<file path="src/rtl/fft_tx_serializer_pkg.sv">
// -----------------------------------------------------------------------------
// fft_tx_serializer_pkg
//
// Shared definitions for the FFT result serializer:
//   state_t        - FSM state encoding (IDLE, HDR, RD, LOAD, SEND, WAIT, DONE)
//   HEADER_DEFAULT - frame-start byte sent ahead of the payload
//   BYTES_PER_BIN  - UART bytes emitted per complex bin (re hi/lo, im hi/lo)
//   BYTE_IDX_W     - width of the per-bin byte index
// -----------------------------------------------------------------------------
package fft_tx_serializer_pkg;

    typedef enum logic [2:0] {
        ST_IDLE = 3'd0,
        ST_HDR  = 3'd1,
        ST_RD   = 3'd2,
        ST_LOAD = 3'd3,
        ST_SEND = 3'd4,
        ST_WAIT = 3'd5,
        ST_DONE = 3'd6
    } state_t;

    localparam logic [7:0] HEADER_DEFAULT = 8'hA5;

    localparam int BYTES_PER_BIN = 4;
    localparam int BYTE_IDX_W    = $clog2(BYTES_PER_BIN);

endpackage

</file>
<file path="src/rtl/fft_tx_serializer.sv">
// -----------------------------------------------------------------------------
// fft_tx_serializer
//
// Streams one frame of FFT results to a byte-wide UART transmitter. A frame is
// the HEADER byte followed by every bin in address order, each bin sent as
// re[15:8], re[7:0], im[15:8], im[7:0] (two's complement, unmodified), giving
// 1 + 4*FFT_SIZE bytes per frame.
//
// Ports:
//   i_clk      - single clock
//   i_rst      - asynchronous active-high reset
//   i_start    - one-cycle pulse from the FFT core: results are ready
//   o_rd_addr  - result-memory bin address (synchronous read, 1-cycle latency)
//   i_rd_re    - real part of the addressed bin, valid one cycle after o_rd_addr
//   i_rd_im    - imaginary part, same timing as i_rd_re
//   o_tx_start - one-cycle request to UART_TX for the byte on o_tx_byte
//   o_tx_byte  - byte presented to UART_TX, held until i_tx_done
//   i_tx_done  - one-cycle pulse from UART_TX when the stop bit completes
//   o_busy     - high from i_start acceptance until o_done
//   o_done     - one-cycle pulse after the last byte has been transmitted
//
// The design assumes 2*WORD_SIZE == BYTES_PER_BIN*DATA_LENGTH so that the bin
// shift register empties exactly after BYTES_PER_BIN bytes.
// -----------------------------------------------------------------------------
module fft_tx_serializer
    import fft_tx_serializer_pkg::*;
#(
    parameter int                     FFT_SIZE    = 16,
    parameter int                     WORD_SIZE   = 16,
    parameter int                     DATA_LENGTH = 8,
    parameter logic [DATA_LENGTH-1:0] HEADER      = DATA_LENGTH'(HEADER_DEFAULT)
) (
    input  logic                        i_clk,
    input  logic                        i_rst,
    input  logic                        i_start,
    output logic [$clog2(FFT_SIZE)-1:0] o_rd_addr,
    input  logic [WORD_SIZE-1:0]        i_rd_re,
    input  logic [WORD_SIZE-1:0]        i_rd_im,
    output logic                        o_tx_start,
    output logic [DATA_LENGTH-1:0]      o_tx_byte,
    input  logic                        i_tx_done,
    output logic                        o_busy,
    output logic                        o_done
);

    localparam int ADDR_W  = $clog2(FFT_SIZE);
    localparam int SHREG_W = 2 * WORD_SIZE;

    localparam logic [ADDR_W-1:0]     LAST_BIN  = ADDR_W'(FFT_SIZE - 1);
    localparam logic [BYTE_IDX_W-1:0] LAST_BYTE = BYTE_IDX_W'(BYTES_PER_BIN - 1);

    state_t                  state;
    logic [ADDR_W-1:0]       bin_cnt;
    logic [BYTE_IDX_W-1:0]   byte_idx;
    logic [SHREG_W-1:0]      shreg;
    // Set while the header is in flight so WAIT knows to fetch bin 0 next
    // instead of shifting an empty shift register.
    logic                    hdr_pending;

    // The bin counter is the read address: it is stable for the whole bin,
    // so during RD the memory sees the right address and its data lands in
    // time for LOAD.
    assign o_rd_addr = bin_cnt;

    // NOTE: every register in this block is assigned with <= so all of them
    // update together from the same pre-edge values; a blocking assignment
    // here would let later statements see half-updated state.
    always_ff @(posedge i_clk or posedge i_rst) begin
        if (i_rst) begin
            state       <= ST_IDLE;
            bin_cnt     <= '0;
            byte_idx    <= '0;
            shreg       <= '0;
            hdr_pending <= 1'b0;
            o_tx_start  <= 1'b0;
            o_tx_byte   <= '0;
            o_busy      <= 1'b0;
            o_done      <= 1'b0;
        end else begin
            // NOTE: pulse outputs default low every cycle and are raised only
            // by the state that owns them, which guarantees single-cycle
            // pulses without any extra clear logic.
            o_tx_start <= 1'b0;
            o_done     <= 1'b0;

            unique case (state)
                ST_IDLE: begin
                    if (i_start) begin
                        bin_cnt  <= '0;
                        byte_idx <= '0;
                        o_busy   <= 1'b1;
                        state    <= ST_HDR;
                    end
                end

                ST_HDR: begin
                    o_tx_byte   <= HEADER;
                    o_tx_start  <= 1'b1;
                    hdr_pending <= 1'b1;
                    state       <= ST_WAIT;
                end

                // Address is already on o_rd_addr; this cycle is the memory's
                // read latency.
                ST_RD: begin
                    state <= ST_LOAD;
                end

                ST_LOAD: begin
                    shreg <= {i_rd_re, i_rd_im};
                    state <= ST_SEND;
                end

                ST_SEND: begin
                    o_tx_byte  <= shreg[SHREG_W-1 -: DATA_LENGTH];
                    o_tx_start <= 1'b1;
                    state      <= ST_WAIT;
                end

                // o_tx_byte is untouched here, so it stays stable for the
                // whole UART transfer. i_start is ignored in every state but
                // IDLE, including a start that coincides with the last done.
                ST_WAIT: begin
                    if (i_tx_done) begin
                        if (hdr_pending) begin
                            hdr_pending <= 1'b0;
                            state       <= ST_RD;
                        end else if (byte_idx != LAST_BYTE) begin
                            shreg    <= shreg << DATA_LENGTH;
                            byte_idx <= byte_idx + BYTE_IDX_W'(1);
                            state    <= ST_SEND;
                        end else if (bin_cnt != LAST_BIN) begin
                            bin_cnt  <= bin_cnt + ADDR_W'(1);
                            byte_idx <= '0;
                            state    <= ST_RD;
                        end else begin
                            state <= ST_DONE;
                        end
                    end
                end

                ST_DONE: begin
                    o_done <= 1'b1;
                    o_busy <= 1'b0;
                    state  <= ST_IDLE;
                end

                default: begin
                    state <= ST_IDLE;
                end
            endcase
        end
    end

endmodule

</file>
<file path="config.mk">
export PLATFORM = sky130hd
export DESIGN_NAME = fft_tx_serializer
export DESIGN_NICKNAME = d
export VERILOG_FILES = /design/src/rtl/fft_tx_serializer_pkg.sv /design/src/rtl/fft_tx_serializer.sv
export SDC_FILE = /design/constraint.sdc
export NUM_CORES = 1
export LEC_CHECK = 0
export ABC_AREA = 1
export ABC_CLOCK_PERIOD_IN_PS = 3200
export CAP_MARGIN = 10
export CORE_MARGIN = 4
export CORE_UTILIZATION = 44
export CTS_CLUSTER_DIAMETER = 120
export CTS_CLUSTER_SIZE = 25
export DETAILED_ROUTE_END_ITERATION = 12
export GPL_TIMING_DRIVEN = 0
export PLACE_DENSITY = 0.69
export SLEW_MARGIN = 15
export SYNTH_ARGS = -nofsm -noshare
export SYNTH_HDL_FRONTEND = slang
export SYNTH_SLANG_ARGS = --single-unit
</file>
<file path="constraint.sdc">
create_clock -name i_clk -period 3.2 [get_ports i_clk]
set_input_delay 0.8 -clock i_clk [delete_from_list [all_inputs] [get_ports i_clk]]
set_output_delay 0.8 -clock i_clk [all_outputs]
set_load 0.03 [all_outputs]
</file>
==> results.env, run 1 <==
RUN_STATUS='complete, no violations'
DIE_AREA_MM2=0.00728
AVGVIACOUNTPERCELL=4.99
CLK_TRANSITION_REPORTED_PATHS_NS=0.09
PLACE.DETAILED.INSTANCES=472
PATH_CLASS='register to primary output'
FINISH.NET_COUNT=445
WORST_SLEW_MARGIN_REL=0.639
SYNTH_AREA_LEADERS='sky130_fd_sc_hd__dfrtp_1, sky130_fd_sc_hd__nand2_1, sky130_fd_sc_hd__nand3_1, sky130_fd_sc_hd__nand3b_1, sky130_fd_sc_hd__buf_2'
SYNTHESIS.AREA_PER_INSTANCE_UM2=7.54
P_SW_FRAC=0.451
PLACEMENT.IO_BUFFERS=50
GLOBAL_ROUTE.OVERFLOW_TOTAL=0
CTS_INSERTED_BUFFERS=5
WORST-SLEW-PIN-TRANSITION_NS=0.541
SYNTH_TOP_AREA_FRAC=0.504
TIMING.MAX_CAP.VIOLATIONS=0
VIA_COUNT_OF_THE_FIRST_GLOBAL_ROUTING_PASS=2366
CELLINTERNALPOWER_uW=1730
DIODES=0
POSTCTSHOLDBUFS=0
DETAILED_PLACER_S_ENDING_HPWL_UM=4690
CP.DEPTH=1
HOLD_PATH_CLASS='register to register'
SLOWEST_CELL_ON_THE_CRITICAL_PATH='sky130_fd_sc_hd__clkdlybuf4s50_1'
CRITPATHARRIVALTIME_NS=1.47
CTS_TREE='yes'
FINAL_LAYOUT_SIZE_SUFFIX_GT1_FRAC=0.0833
TIMING.CRITICAL_PATH.CELLS='clkdlybuf4s50_1'
ROUTE.DETAILED.DRC=0
PERIOD_NEEDED_NS=2.27
TRITONCTS_NUM_SINKS=53
WL_UM=6160
P_CLK_FRAC=0.131
SHARE_SEQ_OF_TOTAL_POWER=0.353
CELLLEAKAGEPOWER_uW=0.00174
AREA.GROWTH.SYNTH_TO_FINAL_PCT=27.1
GRT_START_MAX_NET_PINS=31
SETUP-TNS-FINAL_NS=0
SYNTH.YOSYS.WARNINGS=0
FILLCELLCOUNT=524
WORST_PATH_DOMINANT_CELL_FAMILY='buffers and inverters'
SYNTH.YOSYS.SEQ_AREA_SHARE=0.504
HOLD_VIOLATIONS=0
IRDROPWORSTVDD_uV=435
POWER.DENSITY_CELL_AREA_mW_PER_MM2=945
NETLIST.TOP_CELL.BY_AREA='sky130_fd_sc_hd__dfrtp_1'
HOLD-PATH-CELL-COUNT=2
GRT_USE_TOTAL=0.177
WORSTPATHREQUIRED_NS=2.40
TOP_LEVEL_PORTS=51
CTS_RESIZED=0
DETAIL_ROUTE.FIRST_PASS.ITERATIONS=4
GRT_FIRST_PASS_WIRELENGTH_UM=10400
GP_ROUTABILITY_CONGESTION=0.817
INITIAL_UTILIZATION=0.466
FP.DIEW_UM=85.3
CORE_REGION_AREA_MM2=0.00564
CRITICAL_PATH.N_BUFFERS_INVERTERS=1
PLACE_WS_NS=0.710
SYNTH.LIB_CELLS_USED.DISTINCT=25
POST_CTS.REPAIR.SETUP_BUFFERS=0
REPORT.FINAL.SETUP_VIOL=0
SETUP_WS_NS=0.930
POST_DRT_WL_PER_CELL_UM=12.8
SYN-CELL-AREA_MM2=0.00263
CTS_MAX_PATH_BUFFERS=2
MAX_CLOCK_FREQ_GHz=0.441
SETUP.WORST_PATH.START_CLASS='register'
CP_MAX_FO=6
CLOCK_INSERTION_DELAY_WORST_SKEW_NS=0.31
ROWS=27
ROUTED-VIA-COUNT=2394
TIMING.FINAL.MAX_SLEW_VIOLATIONS=0
POWER_uW=3160
DETAIL-ROUTE-ANTENNA-NETS=0
COMBPWRFRAC=0.516
ANTENNA_FOUND_INITIAL=0
FINAL.SETUP_SKEW_NS=0.00479
REGTOREGSETUPSLACK_NS=1.50
RSZ_0062_RAISED_AFTER_GLOBAL_ROUTING='false'
H-TREE-DEPTH=2
CLOCK_TREE.ROOT_CELL='sky130_fd_sc_hd__clkbuf_8'
SYN_NETS=387
TOTAL_SWITCHING_POWER_uW=1430
REG2REGPATHDEPTH=8
CRIT_PATH_MAX_INCR_DELAY_NS=0.71
DIE_HEIGHT_UM=85.3
SYNTHESIS.INSTANCES=349
WORSTSETUPENDPOINTTYPE='primary output'
LAYOUTNONFILLERINSTCOUNT=480
YOSYS_REGISTER_BITS=53
FIRST_ITER_VIOLATIONS=205
LAYOUT_WORST_PATH_CYCLE_SHARE=0.709
==> worst paths after layout <==
kind	to	from
min in group asynchronous	o_tx_start	i_rst
worst max register to register	shreg[29]	state[2]
worst min register to register	shreg[21]	shreg[21]
worst max-delay path	o_rd_addr[0]	o_rd_addr[0]
max in group asynchronous	shreg[6]	i_rst
worst min-delay path	shreg[21]	shreg[21]
==> cell usage in the layout (no fill, tap or decap) <==
cell type | Yosys | layout
sky130_fd_sc_hd__a21oi_2 | 1 | 1
sky130_fd_sc_hd__ha_1 | 2 | 2
sky130_fd_sc_hd__clkdlybuf4s50_1 | 0 | 50
sky130_fd_sc_hd__buf_1 | 3 | 3
sky130_fd_sc_hd__o22ai_1 | 1 | 1
sky130_fd_sc_hd__buf_4 | 2 | 2
sky130_fd_sc_hd__o21ai_1 | 2 | 2
sky130_fd_sc_hd__nand4_1 | 1 | 1
sky130_fd_sc_hd__clkinv_2 | 0 | 1
sky130_fd_sc_hd__nor2_1 | 9 | 9
sky130_fd_sc_hd__nand3b_1 | 8 | 8
sky130_fd_sc_hd__inv_1 | 10 | 9
sky130_fd_sc_hd__o22a_1 | 4 | 4
sky130_fd_sc_hd__clkbuf_8 | 0 | 7
sky130_fd_sc_hd__o21ai_0 | 1 | 1
sky130_fd_sc_hd__o21ai_2 | 1 | 1
sky130_fd_sc_hd__nand2_2 | 2 | 2
sky130_fd_sc_hd__nor3_1 | 3 | 3
sky130_fd_sc_hd__buf_2 | 10 | 10
sky130_fd_sc_hd__nand2_1 | 180 | 180
sky130_fd_sc_hd__inv_2 | 5 | 6
sky130_fd_sc_hd__nand3_4 | 1 | 1
sky130_fd_sc_hd__xnor2_1 | 1 | 1
sky130_fd_sc_hd__nand3_1 | 42 | 42
sky130_fd_sc_hd__nor2_2 | 2 | 2
sky130_fd_sc_hd__buf_12 | 0 | 1
sky130_fd_sc_hd__a21oi_1 | 2 | 2
sky130_fd_sc_hd__clkbuf_1 | 3 | 3
sky130_fd_sc_hd__dfrtp_1 | 53 | 53
==> state kept, by name, indices dropped and copies added, names as in the netlist <==
register     flops
byte_idx         2
hdr_pending      1
o_busy           1
o_done           1
o_rd_addr        4
o_tx_byte        8
o_tx_start       1
shreg           32
state            3
==> cell families after synthesis <==
group / share of synthesized area
xor+xnor: 0.00333
compound gates: 0.0319
buf+inv: 0.0547
fa+ha+maj: 0.00951
simple gates: 0.397
flops: 0.504
==> synth_stat cells <==
library cell / count
sky130_fd_sc_hd__nand2_1: 180
sky130_fd_sc_hd__dfrtp_1: 53
sky130_fd_sc_hd__nand3_1: 42
sky130_fd_sc_hd__buf_2: 10
sky130_fd_sc_hd__inv_1: 10
sky130_fd_sc_hd__nor2_1: 9
sky130_fd_sc_hd__nand3b_1: 8
sky130_fd_sc_hd__inv_2: 5
sky130_fd_sc_hd__o22a_1: 4
sky130_fd_sc_hd__buf_1: 3
sky130_fd_sc_hd__clkbuf_1: 3
sky130_fd_sc_hd__nor3_1: 3
sky130_fd_sc_hd__a21oi_1: 2
sky130_fd_sc_hd__buf_4: 2
sky130_fd_sc_hd__ha_1: 2
sky130_fd_sc_hd__nand2_2: 2
sky130_fd_sc_hd__nor2_2: 2
sky130_fd_sc_hd__o21ai_1: 2
sky130_fd_sc_hd__a21oi_2: 1
sky130_fd_sc_hd__nand3_4: 1
sky130_fd_sc_hd__nand4_1: 1
sky130_fd_sc_hd__o21ai_0: 1
sky130_fd_sc_hd__o21ai_2: 1
sky130_fd_sc_hd__o22ai_1: 1
sky130_fd_sc_hd__xnor2_1: 1
==> layer usage <==
metal / track usage / vias up / wire length, um
li1: - / 1212 / -
met1: 0.213 / 1111 / 2560
met2: 0.319 / 65 / 3070
met3: 0.0379 / 6 / 453
met4: 0.0489 / 0 / 68
met5: 0 / - / 0
==> through the flow <==
stage	hold WS, ns	cell area, um2	util
2_1_floorplan	0.442	2630	-
3_3_place_gp	0.453	3220	0.571
3_5_place_dp	0.459	3240	0.575
4_1_cts	0.482	3340	0.593
5_1_grt	0.505	3340	0.593
6_report	0.478	3340	0.593
==> cell type report <==
cell class                      instances  area [um2]  share of cell area
Timing Repair Buffer                   51         520               0.156
Sequential cell                        53        1330               0.397
Buffer                                 18        87.6              0.0262
Clock inverter                          1        5.00             0.00150
Clock buffer                            7        96.3              0.0288
Tap cell                               72        90.1              0.0269
Multi-Input combinational cell        263        1160               0.347
Inverter                               15        56.3              0.0168
==> power by group through the flow <==
stage          Combinational, uW  Sequential, uW  Clock, uW
2_1_floorplan               1050            1220          0
3_3_place_gp                1610            1120          0
3_5_place_dp                1640            1130          0
4_1_cts                     1650            1120        426
5_1_grt                     1850            1150        444
6_report                    1630            1120        414
No activity file was read; power rests on OpenSTA's default activity.
==> inputs of run 2 (changes only) <==
Settings changed: ABC_CLOCK_PERIOD_IN_PS 3200 to 2080, PLACE_DENSITY 0.69 to 0.71.
Clock period 3.2 ns to 2.08 ns, I/O delays scaled along.
==> run 2 against run 1 <==
Routed wire length down 3.7%; first-iteration DRC count down 45%; cell count down 0.42%; critical path depth unchanged; sequential cell count unchanged; die area unchanged; count of clock-buffer cells in the layout down 2; worst setup slack worse by 0.83 ns; design area down 0.82%; combinational power up 53%; global-route usage about the same; critical endpoint is now o_rd_addr[2]; highest routed layer unchanged.
==> results.env, run 2 (synthesis gave the netlist of run 1 again) <==
WL_UM=5930  # -3.7%
POSTCTSHOLDBUFS=0  # unchanged
POST_DRT_WL_PER_CELL_UM=12.4  # -3.3%
POST_CTS.REPAIR.SETUP_BUFFERS=0  # unchanged
TIMING.FINAL.MAX_SLEW_VIOLATIONS=0  # unchanged
WORSTPATHREQUIRED_NS=1.56  # -0.84 ns
RSZ_0062_RAISED_AFTER_GLOBAL_ROUTING='false'
WORST_SLEW_MARGIN_REL=0.645  # +0.00621
LARGEST-REGISTER='shreg'
LAYOUT_COMMONEST_CELL='sky130_fd_sc_hd__nand2_1'
AVGVIACOUNTPERCELL=4.84  # -2.9%
GRT_USE_TOTAL=0.178  # +0.000312
DETAIL-ROUTE-ANTENNA-NETS=0  # unchanged
CTS_RESIZED=0  # unchanged
PLACE_WS_NS=-0.141  # -0.851 ns
POWER.DENSITY_CELL_AREA_mW_PER_MM2=1430  # +51%
WORST_PATH_DOMINANT_CELL_FAMILY='buffers and inverters'
CORE_REGION_AREA_MM2=0.00564  # unchanged
SETUP_WS_NS=0.104  # -0.826 ns
FINAL.SETUP_SKEW_NS=0.00922  # +0.00443 ns
HOLD_PATH_CLASS='register to register'
CLOCK_TREE.ROOT_CELL='sky130_fd_sc_hd__clkbuf_8'
CTS_INSERTED_BUFFERS=5  # unchanged
FIRST_ITER_VIOLATIONS=112  # -45%
DIODES=0  # unchanged
DETAIL_ROUTE.FIRST_PASS.ITERATIONS=4  # unchanged
TRITONCTS_NUM_SINKS=53  # unchanged
WORSTSETUPENDPOINTTYPE='primary output'
AREA.GROWTH.SYNTH_TO_FINAL_PCT=26.0
ROUTE.DETAILED.DRC=0  # unchanged
ANTENNA_FOUND_INITIAL=0  # unchanged
CP.DEPTH=1  # unchanged
DIE_AREA_MM2=0.00728  # unchanged
WORST-SLEW-PIN-TRANSITION_NS=0.533  # -0.00853 ns
HOLD_VIOLATIONS=0  # unchanged
CLOCK_INSERTION_DELAY_WORST_SKEW_NS=0.31  # about the same
TIMING.CRITICAL_PATH.CELLS='clkdlybuf4s50_1'
CTS_MAX_PATH_BUFFERS=2  # unchanged
H-TREE-DEPTH=2  # unchanged
ROUTED-VIA-COUNT=2315  # -3.3%
REG2REGPATHDEPTH=7  # -1
REPORT.FINAL.SETUP_VIOL=0  # unchanged
GP_ROUTABILITY_CONGESTION=0.829  # +1.4%
ROWS=27  # unchanged
CRIT_PATH_MAX_INCR_DELAY_NS=0.70  # about the same
PATH_CLASS='register to primary output'
FINAL_LAYOUT_SIZE_SUFFIX_GT1_FRAC=0.0788  # -0.00452
MAX_CLOCK_FREQ_GHz=0.506
SLOWEST_CELL_ON_THE_CRITICAL_PATH='sky130_fd_sc_hd__clkdlybuf4s50_1'
RUN_STATUS='complete, no violations'
CLK_TRANSITION_REPORTED_PATHS_NS=0.09  # about the same
CTS_TREE='yes'
FILLCELLCOUNT=542  # +3.4%
SETUP.WORST_PATH.START_CLASS='register'
GLOBAL_ROUTE.OVERFLOW_TOTAL=0  # unchanged
FINISH.NET_COUNT=445  # unchanged
GRT_FIRST_PASS_WIRELENGTH_UM=10400  # +0.20%
DETAILED_PLACER_S_ENDING_HPWL_UM=4500  # -4.1%
MAX_REG_FLOPS=32  # unchanged
VIA_COUNT_OF_THE_FIRST_GLOBAL_ROUTING_PASS=2333  # -1.4%
IRDROPWORSTVDD_uV=604  # +39%
MOSTFREQUENTLAYOUTCELLS='sky130_fd_sc_hd__nand2_1, sky130_fd_sc_hd__dfrtp_1, sky130_fd_sc_hd__clkdlybuf4s50_1'
LAYOUT_WORST_PATH_CYCLE_SHARE=0.950
GRT_START_MAX_NET_PINS=32  # +3.2%
FP.DIEW_UM=85.3  # unchanged
TOP_LEVEL_PORTS=51  # unchanged
HOLD-PATH-CELL-COUNT=2  # unchanged
CRITICAL_PATH.N_BUFFERS_INVERTERS=1  # unchanged
DIE_HEIGHT_UM=85.3  # unchanged
CRITPATHARRIVALTIME_NS=1.46  # about the same
INITIAL_UTILIZATION=0.466  # unchanged
CELLLEAKAGEPOWER_uW=0.00173  # -0.82%
PLACEMENT.IO_BUFFERS=50  # unchanged
POST_ROUTE_CELL_AREA_MM2=0.00332  # -0.82%
CP_MAX_FO=6  # unchanged
PERIOD_NEEDED_NS=1.98
POST_DP_CELL_AREA_MM2=0.00324  # unchanged
TIMING.MAX_CAP.VIOLATIONS=0  # unchanged
==> run 2: through the flow <==
step,total power [uW],TNS (ns),util,hold WS (ns),std cells
2_1_floorplan,3500,0,-,0.442,349
3_3_place_gp,4180,-41.37,0.571,0.454,471
3_5_place_dp,4240,-1.91,0.575,0.458,472
4_1_cts,4780,0,0.588,0.479,478
5_1_grt,5200,0,0.588,0.510,478
6_report,4740,0,0.588,0.476,478
==> run 2: worst paths after layout <==
path                         startpoint      endpoint  slack (ns)
max                        o_rd_addr[2]  o_rd_addr[2]        0.10
min                            shreg[8]      shreg[8]        0.48
max reg2reg                    state[0]     shreg[29]        0.41
min reg2reg                    shreg[8]      shreg[8]        0.48
max in group asynchronous         i_rst     shreg[22]        0.98
min in group asynchronous         i_rst      shreg[1]        0.57
==> run 2: cell type report <==
cell class                      count  area (um2)  share of cell area
Buffer                             18        87.6              0.0264
Sequential cell                    53        1330               0.400
Tap cell                           72        90.1              0.0272
Multi-Input combinational cell    263        1160               0.350
Timing Repair Buffer               51         520               0.157
Clock buffer                        5        68.8              0.0208
Clock inverter                      1        5.00             0.00151
Inverter                           15        56.3              0.0170
==> run 2: power by group <==
part           total [uW]  switching [uW]  leakage, uW  internal (uW)
logic                2490            1600      0.00103            885
registers            1720             235     0.000660           1480
clock network         537             314    0.0000399            222
total                4740            2150      0.00173           2590
==> run 2: per-layer routing <==
layer / global-route usage / routed length, um
met1: 0.223 / 2610
met2: 0.309 / 2910
met3: 0.0340 / 323
met4: 0.0532 / 74
met5: 0 / 0
